==> config.mk <==
export PLATFORM = sky130hd
export DESIGN_NAME = llr_loader
export DESIGN_NICKNAME = d
export VERILOG_FILES = /design/src/rtl/llr_loader.sv
export SDC_FILE = /design/constraint.sdc
export NUM_CORES = 1
export LEC_CHECK = 0
export CAP_MARGIN = 25
export CORE_MARGIN = 8
export CORE_UTILIZATION = 46
export CTS_CLUSTER_SIZE = 20
export DETAILED_ROUTE_END_ITERATION = 6
export PLACE_DENSITY = 0.75
export SYNTH_ARGS = -nofsm -noshare
export SYNTH_HDL_FRONTEND = slang
export SYNTH_SLANG_ARGS = --single-unit
==> constraint.sdc <==
create_clock -name clk -period 2.9 [get_ports clk]
set_input_delay 0.58 -clock clk [delete_from_list [all_inputs] [get_ports clk]]
set_output_delay 0.58 -clock clk [all_outputs]
set_load 0.01 [all_outputs]
==> src/rtl/llr_loader.sv <==
// Write-side loader for the LLR RAM: accepts a valid/ready stream of wide
// signed LLRs, saturates them and writes one frame from address 0 upward.
module llr_loader #(
    parameter int IN_WIDTH   = 10,
    parameter int LLR_WIDTH  = 8,
    parameter int ADDR_WIDTH = 8,
    parameter int FRAME_LEN  = 256
) (
    input  logic                        clk,
    input  logic                        rst_n,
    input  logic                        in_valid,
    output logic                        in_ready,
    input  logic signed [IN_WIDTH-1:0]  in_data,
    input  logic                        in_last,
    output logic                        ram_wren,
    output logic [ADDR_WIDTH-1:0]       ram_wraddress,
    output logic [LLR_WIDTH-1:0]        ram_data,
    output logic                        frame_valid,
    output logic                        frame_err,
    output logic [ADDR_WIDTH:0]         frame_len,
    input  logic                        frame_ack
);

    localparam int CNT_W = ADDR_WIDTH + 1;
    localparam logic [CNT_W-1:0] LAST_IDX = CNT_W'(FRAME_LEN - 1);
    localparam logic signed [IN_WIDTH-1:0] SAT_MAX = IN_WIDTH'(2 ** (LLR_WIDTH - 1) - 1);
    localparam logic signed [IN_WIDTH-1:0] SAT_MIN = -SAT_MAX;

    typedef enum logic [1:0] {
        IDLE,
        LOAD,
        DONE,
        HOLD
    } state_t;

    state_t state, next_state;

    logic [CNT_W-1:0] count, next_count;
    logic [CNT_W-1:0] next_frame_len;
    logic             next_frame_valid;
    logic             next_frame_err;
    logic             next_in_ready;
    logic             accept;
    logic             at_last;

    // Symmetric clamp so that the most negative code never reaches the RAM.
    function automatic logic [LLR_WIDTH-1:0] saturate(input logic signed [IN_WIDTH-1:0] v);
        logic signed [IN_WIDTH-1:0] c;
        if (v > SAT_MAX) begin
            c = SAT_MAX;
        end else if (v < SAT_MIN) begin
            c = SAT_MIN;
        end else begin
            c = v;
        end
        return c[LLR_WIDTH-1:0];
    endfunction

    assign accept  = in_valid & in_ready;
    assign at_last = (count == LAST_IDX);

    always_ff @(posedge clk or negedge rst_n) begin
        if (!rst_n) begin
            state <= IDLE;
        end else begin
            state <= next_state;
        end
    end

    always_comb begin
        next_state       = state;
        next_count       = count;
        next_frame_valid = frame_valid;
        next_frame_err   = frame_err;
        next_frame_len   = frame_len;
        case (state)
            IDLE, LOAD: begin
                if (accept) begin
                    if (in_last || at_last) begin
                        next_state     = DONE;
                        next_count     = '0;
                        next_frame_len = count + CNT_W'(1);
                        // Error when in_last and the final slot disagree.
                        next_frame_err = in_last ^ at_last;
                    end else begin
                        next_state = LOAD;
                        next_count = count + CNT_W'(1);
                    end
                end
            end
            DONE: begin
                next_state = HOLD;
            end
            HOLD: begin
                next_frame_valid = 1'b1;
                if (frame_ack && frame_valid) begin
                    next_state       = IDLE;
                    next_frame_valid = 1'b0;
                    next_frame_err   = 1'b0;
                    next_frame_len   = '0;
                end
            end
            default: begin
                next_state = IDLE;
            end
        endcase
        next_in_ready = (next_state == IDLE) || (next_state == LOAD);
    end

    always_ff @(posedge clk or negedge rst_n) begin
        if (!rst_n) begin
            count       <= '0;
            in_ready    <= 1'b0;
            frame_valid <= 1'b0;
            frame_err   <= 1'b0;
            frame_len   <= '0;
        end else begin
            count       <= next_count;
            in_ready    <= next_in_ready;
            frame_valid <= next_frame_valid;
            frame_err   <= next_frame_err;
            frame_len   <= next_frame_len;
        end
    end

    // Registered write port: one cycle from accepted beat to RAM strobe.
    always_ff @(posedge clk or negedge rst_n) begin
        if (!rst_n) begin
            ram_wren      <= 1'b0;
            ram_wraddress <= '0;
            ram_data      <= '0;
        end else begin
            ram_wren <= accept;
            if (accept) begin
                ram_wraddress <= count[ADDR_WIDTH-1:0];
                ram_data      <= saturate(in_data);
            end
        end
    end

endmodule

=== Word-level counts from Yosys, hierarchy flattened ===
Cells that the tools add are included.

* $add $sub $neg: 1
* $lt $le $gt $ge: 2
* Eq/ne operators: 8
* Muxes and demuxes: 16
* Bitwise logic cells: 2
* Reduce and logical (&&, ||, !) cells: 9

{| class="wikitable"
|+ Operators with widths
! cell !! count
|-
| $mux W9 || 4
|-
| $pmux W9 S2 || 1
|-
| $mux W8 || 2
|-
| $gt A10 B8 Y1 const B || 1
|-
| $lt A10 B8 Y1 const B || 1
|-
| $add A9 B1 Y9 const B || 1
|-
| $eq A9 B8 Y1 const B || 1
|-
| $mux W2 || 3
|-
| $ne A2 B2 Y1 const B || 3
|-
| $pmux W2 S3 || 1
|-
| $eq A2 B1 Y1 const B || 2
|-
| $eq A2 B2 Y1 const B || 2
|-
| $logic_not A2 Y1 || 2
|-
| $mux W1 || 4
|-
| $reduce_and A4 Y1 || 1
|-
| $logic_or A1 B1 Y1 || 2
|-
| $pmux W1 S2 || 1
|-
| $reduce_and A2 Y1 || 1
|-
| $reduce_bool A2 Y1 || 1
|-
| $reduce_or A2 Y1 || 1
|-
| $and A1 B1 Y1 || 1
|-
| $logic_and A1 B1 Y1 || 1
|-
| $xor A1 B1 Y1 || 1
|}

* Bits in registers: 40
* Bits of input ports: 15
* Output and inout port bits: 29
* Word-level logic and storage cells: 47

=== Logic depth before layout (Yosys ltp) ===
* Depth in word-level cells: 7
* Gate-level depth with buffers: 11
* Mapped depth without buffers: 9

=== Worst setup path after synthesis ===
OpenSTA, ideal clock, no wires.

* Path kind: reg-to-reg
* Start point: register count[0]
* End point: register frame_len[5]
* Library setup time: 124 ps
* Arrival: 2207 ps
* Required time: 2776 ps
* Slack: 569 ps
* Stages on the path, launching flop included: 11
* Buffers on the path: 1
* Period minus slack after synthesis: 2331 ps
* Cells stage by stage: dfrtp_1 > ha_1 > nand2_1 > nor3_1 > ha_1 > inv_1 > ha_1 > clkbuf_2 > and4bb_2 > nor2_1 > a211o_1

* Word-level cells in the longest chain between the ends: 4
* Elaborated cells between the ends (all ways): 8
* Classes of those cells: add/sub: 1; eq/ne: 2; mux: 3; reduce/logical: 2

{| class="wikitable"
|+ Ends and longest elaborated chain
! what !! line !! source
|-
| start: declaration || 38 || <nowiki>logic [CNT_W-1:0] count, next_count;</nowiki>
|-
| start signal: assignment || 118 || <nowiki>count <= next_count;</nowiki>
|-
| $add A9 B1 Y9 / $eq A9 B8 Y1 (equally long branches) || 82, 60 ||
|-
| $mux W9 / $logic_or A1 B1 Y1 (equally long branches) || 79 || <nowiki>if (in_last || at_last) begin</nowiki>
|-
| $mux W9 / $ne A2 B2 Y1 (equally long branches) || - ||
|-
| $pmux W9 S2 / $reduce_and A4 Y1 (equally long branches) || - ||
|-
| end signal: assignment || 122 || <nowiki>frame_len <= next_frame_len;</nowiki>
|-
| end: declaration || 20 || <nowiki>output logic [ADDR_WIDTH:0] frame_len,</nowiki>
|}

Several ways; a longest one is shown, not always the timed one. The select of a mux whose other input is x is not followed.
A chain may end at the register's enable or synchronous reset.

=== Worst setup path after layout ===
* Start point: register count[0]
* End point: register frame_len[6]

The elaborated chain is that of the path after synthesis.

==> out/metrics.yaml <==
clock_tree:
  clk_path_buf_depth: 2
  cts_setup_buffers: 0
  htree_levels: 2
  clkTransAtPathRegs_ns: 0.07
  cts_tree: "done"
  clkLatencyLatePin_ns: 0.28
  numCtsBuffers: 5
  cts_num_sinks: 40
  cts_root_buf: "clkbuf_8"
yosys:
  synthTopCellsByArea: "dfrtp_1 55%, mux2_2 5.5%, nand2_1 4.1%"
  synth-edff-count: 0
  yosys_most_used_dff: "dfrtp_1"
  synth-seq-cells: 40
  ys_seq_area_share_pct: 54.7
  synth.net_count: 185
  synth_top_area_cell: "dfrtp_1"
  synthArstFlopShare_pct: 100
  synth_top_area_share_pct: 54.7
  netlist_area_mm2: 0.00183
  synthCells: 166
  synthDistinctLibCells: 41
  ys_warn_count: 0
  syn_area_per_cell_um2: 11.0
cells_and_area:
  layout_commonest_cell: "clkdlybuf4s50_1"
  antenna_cells: 0
  layout_common_cells: "42 x clkdlybuf4s50_1, 40 x dfrtp_1, 20 x nand2_1, 14 x o21ai_0, 11 x nand3_1"
  drive_gt1_share_pct: 11.3
  nNetsFinal: 231
  final_cells: 262
  area_delta_synth_final_pct: 30.4
grt:
  antenna_found_initial: 0
  grt_pass1_vias: 1522
  overflow: 0
  track_usage_pct: 14.6
  grt_max_degree: 41
  grt_pass1_wl_um: 7380
drt:
  vias: 1498
  dr.first_iter.drc_count: 59
  ant_nets: 0
  dr.pass1.iters: 4
  drc: 0
  vias_per_cell: 5.72
  drt_wl_total_um: 4370
  routedWlPerCell_um: 16.7
critical_path:
  start_kind: "flip-flop"
  slowest_delay_ns: 0.47
  path_class: "flip-flop to flip-flop"
  cp_max_fo: 10
  r2r_start: "count[0]"
  cp.arrival_ns: 2.94
  regToRegSetupSlack_ns: 0.17
  r2r-end: "frame_len[6]"
  cp-end-kind: "flip-flop"
  ff2ff_path_depth: 9
  cp_slowest_cell: "dfrtp_1"
  cpMostUsedCell: "ha_1"
  worstPathCellList: "ha_1, nand2_1, nor3_1, ha_1, inv_1, ha_1, nand4bb_2, or4_1, nand3_1"
  crit_required_ns: 3.11
sta:
  max_freq_mhz: 366
  clock_skew_ns: 0.00714
  setup_viol_count_final: 0
  report.final.slew_viol_count: 0
  finalHoldViolCount: 0
  worst_slew_pin_slew_ns: 0.869
  fin_hold_ws_ns: 0.413
  final.period_utilization_pct: 94.1
  slew_headroom_pct: 42.1
  period_minus_slack_ns: 2.73
placed_design:
  hpwl_um: 3220
  place_inst: 255
  place_congestion: 0.792
  port_buffers: 43
run_status:
  status: "finished clean"
pwr:
  peakVddDrop_mv: 0.372
  pwr-share-seq_pct: 46.6
  p_clk_share_pct: 18.8
  power_density_mw_per_mm2: 745
  leakagePower_nw: 1.05
  p_comb_share_pct: 34.6
  switchingPower_uw: 580
  p_int_mw: 1.20
  switching_share_pct: 32.6
run:
  maxCapViolCount: 0
floorplanning:
  dieArea_mm2: 0.00625
  core.rowCount: 23
  die_y_um: 79.1
  initial_utilization_pct: 46.7
  ios: 44
  die_w_um: 79.1
  coreArea_mm2: 0.00391
min_path:
  holdCritPathClass: "primary input to async pin"
worst max-delay path: cells and delay by family, from the launching register on:
| kind | cells | cell delay (ns) |
|---|---|---|
| adders and majority gates | 3 | 0.82 |
| buffers and inverters | 1 | 0.08 |
| DFF | 1 | 0.47 |
| and+or+nand+nor | 5 | 1.30 |
power by group through the flow:
stage	Combinational (mW)	Clock [mW]	Sequential, mW
final	0.616	0.333	0.828
after global routing	0.672	0.368	0.845
after CTS	0.624	0.346	0.823
after detailed placement	0.618	0	0.834
after global placement	0.609	0	0.822
after floorplan	0.264	0	0.848
cells in the mapped netlist (all sizes together) (3+ instances only):
cell and instances:
mux2 9, o211ai 4, nand3 12, ha 4, o2bb2ai 4, nand2 20
nor2 10, clkbuf 4, o21ai 14, or4 4, buf 3, dfrtp 40
nor4 3, inv 4
metrics by stage:
| stage | utilization (%) | setup TNS [ns] | worst slack (ns) | cell area, um2 | power [mW] |
|---|---|---|---|---|---|
| 6_report | 60.9 | 0 | 0.171 | 2380 | 1.78 |
| 5_1_grt | 60.9 | -0.00225 | -0.00225 | 2380 | 1.88 |
| 4_1_cts | 60.8 | 0 | 0.157 | 2380 | 1.79 |
| 3_5_place_dp | 58.8 | 0 | 0.201 | 2300 | 1.45 |
| 3_3_place_gp | 58.8 | 0 | 0.413 | 2300 | 1.43 |
| 2_1_floorplan | - | 0 | 0.569 | 1830 | 1.11 |
logic make-up after synthesis:
| kind of cell | Yosys count | share of synthesized area (%) |
|---|---|---|
| fa+ha+maj | 4 | 2.74 |
| compound gates | 37 | 14.6 |
| buf+inv | 11 | 2.87 |
| simple gates | 62 | 18.1 |
| xor+xnor | 3 | 1.44 |
| mux | 9 | 5.54 |
| flops | 40 | 54.7 |
sequential cells by signal, summed over array words and instances, names as in the netlist:
register,cells
count,9
frame_len,9
ram_data,8
ram_wraddress,8
state,2
frame_err,1
frame_valid,1
in_ready,1
ram_wren,1
routing by layer:
metal	GRT usage, %	vias up	share of wire, %	wire length [um]
met3	6.09	8	9.3	404
met4	5.19	0	1.6	68
met2	23.0	55	46	2010
met5	0	-	0	0
met1	17.4	735	43	1890
li1	-	700	-	-
final cells by class:
type | count | area [um2]
fill | 316 | 1530
sequential | 40 | 1000
multi-input combinational | 115 | 781
timing repair buffer | 46 | 448
clock buffer | 6 | 72.6
tap | 50 | 62.6
inverter | 4 | 15.0
clock inverter | 1 | 5.00
worst max path at each step:
stage,startpoint,end
2_1_floorplan,count[0],frame_len[5]
3_3_place_gp,count[0],frame_len[6]
3_5_place_dp,count[0],frame_len[6]
4_1_cts,count[0],frame_len[6]
5_1_grt,count[0],frame_len[6]
6_report,count[0],frame_len[6]
what timing repair did:
action,4_1_cts,5_1_grt
endpoints found under the setup margin,0,1
endpoints found under the hold margin,0,0
hold buffers,0,0
resized for setup,0,1
(Power assumes the default switching activity.)
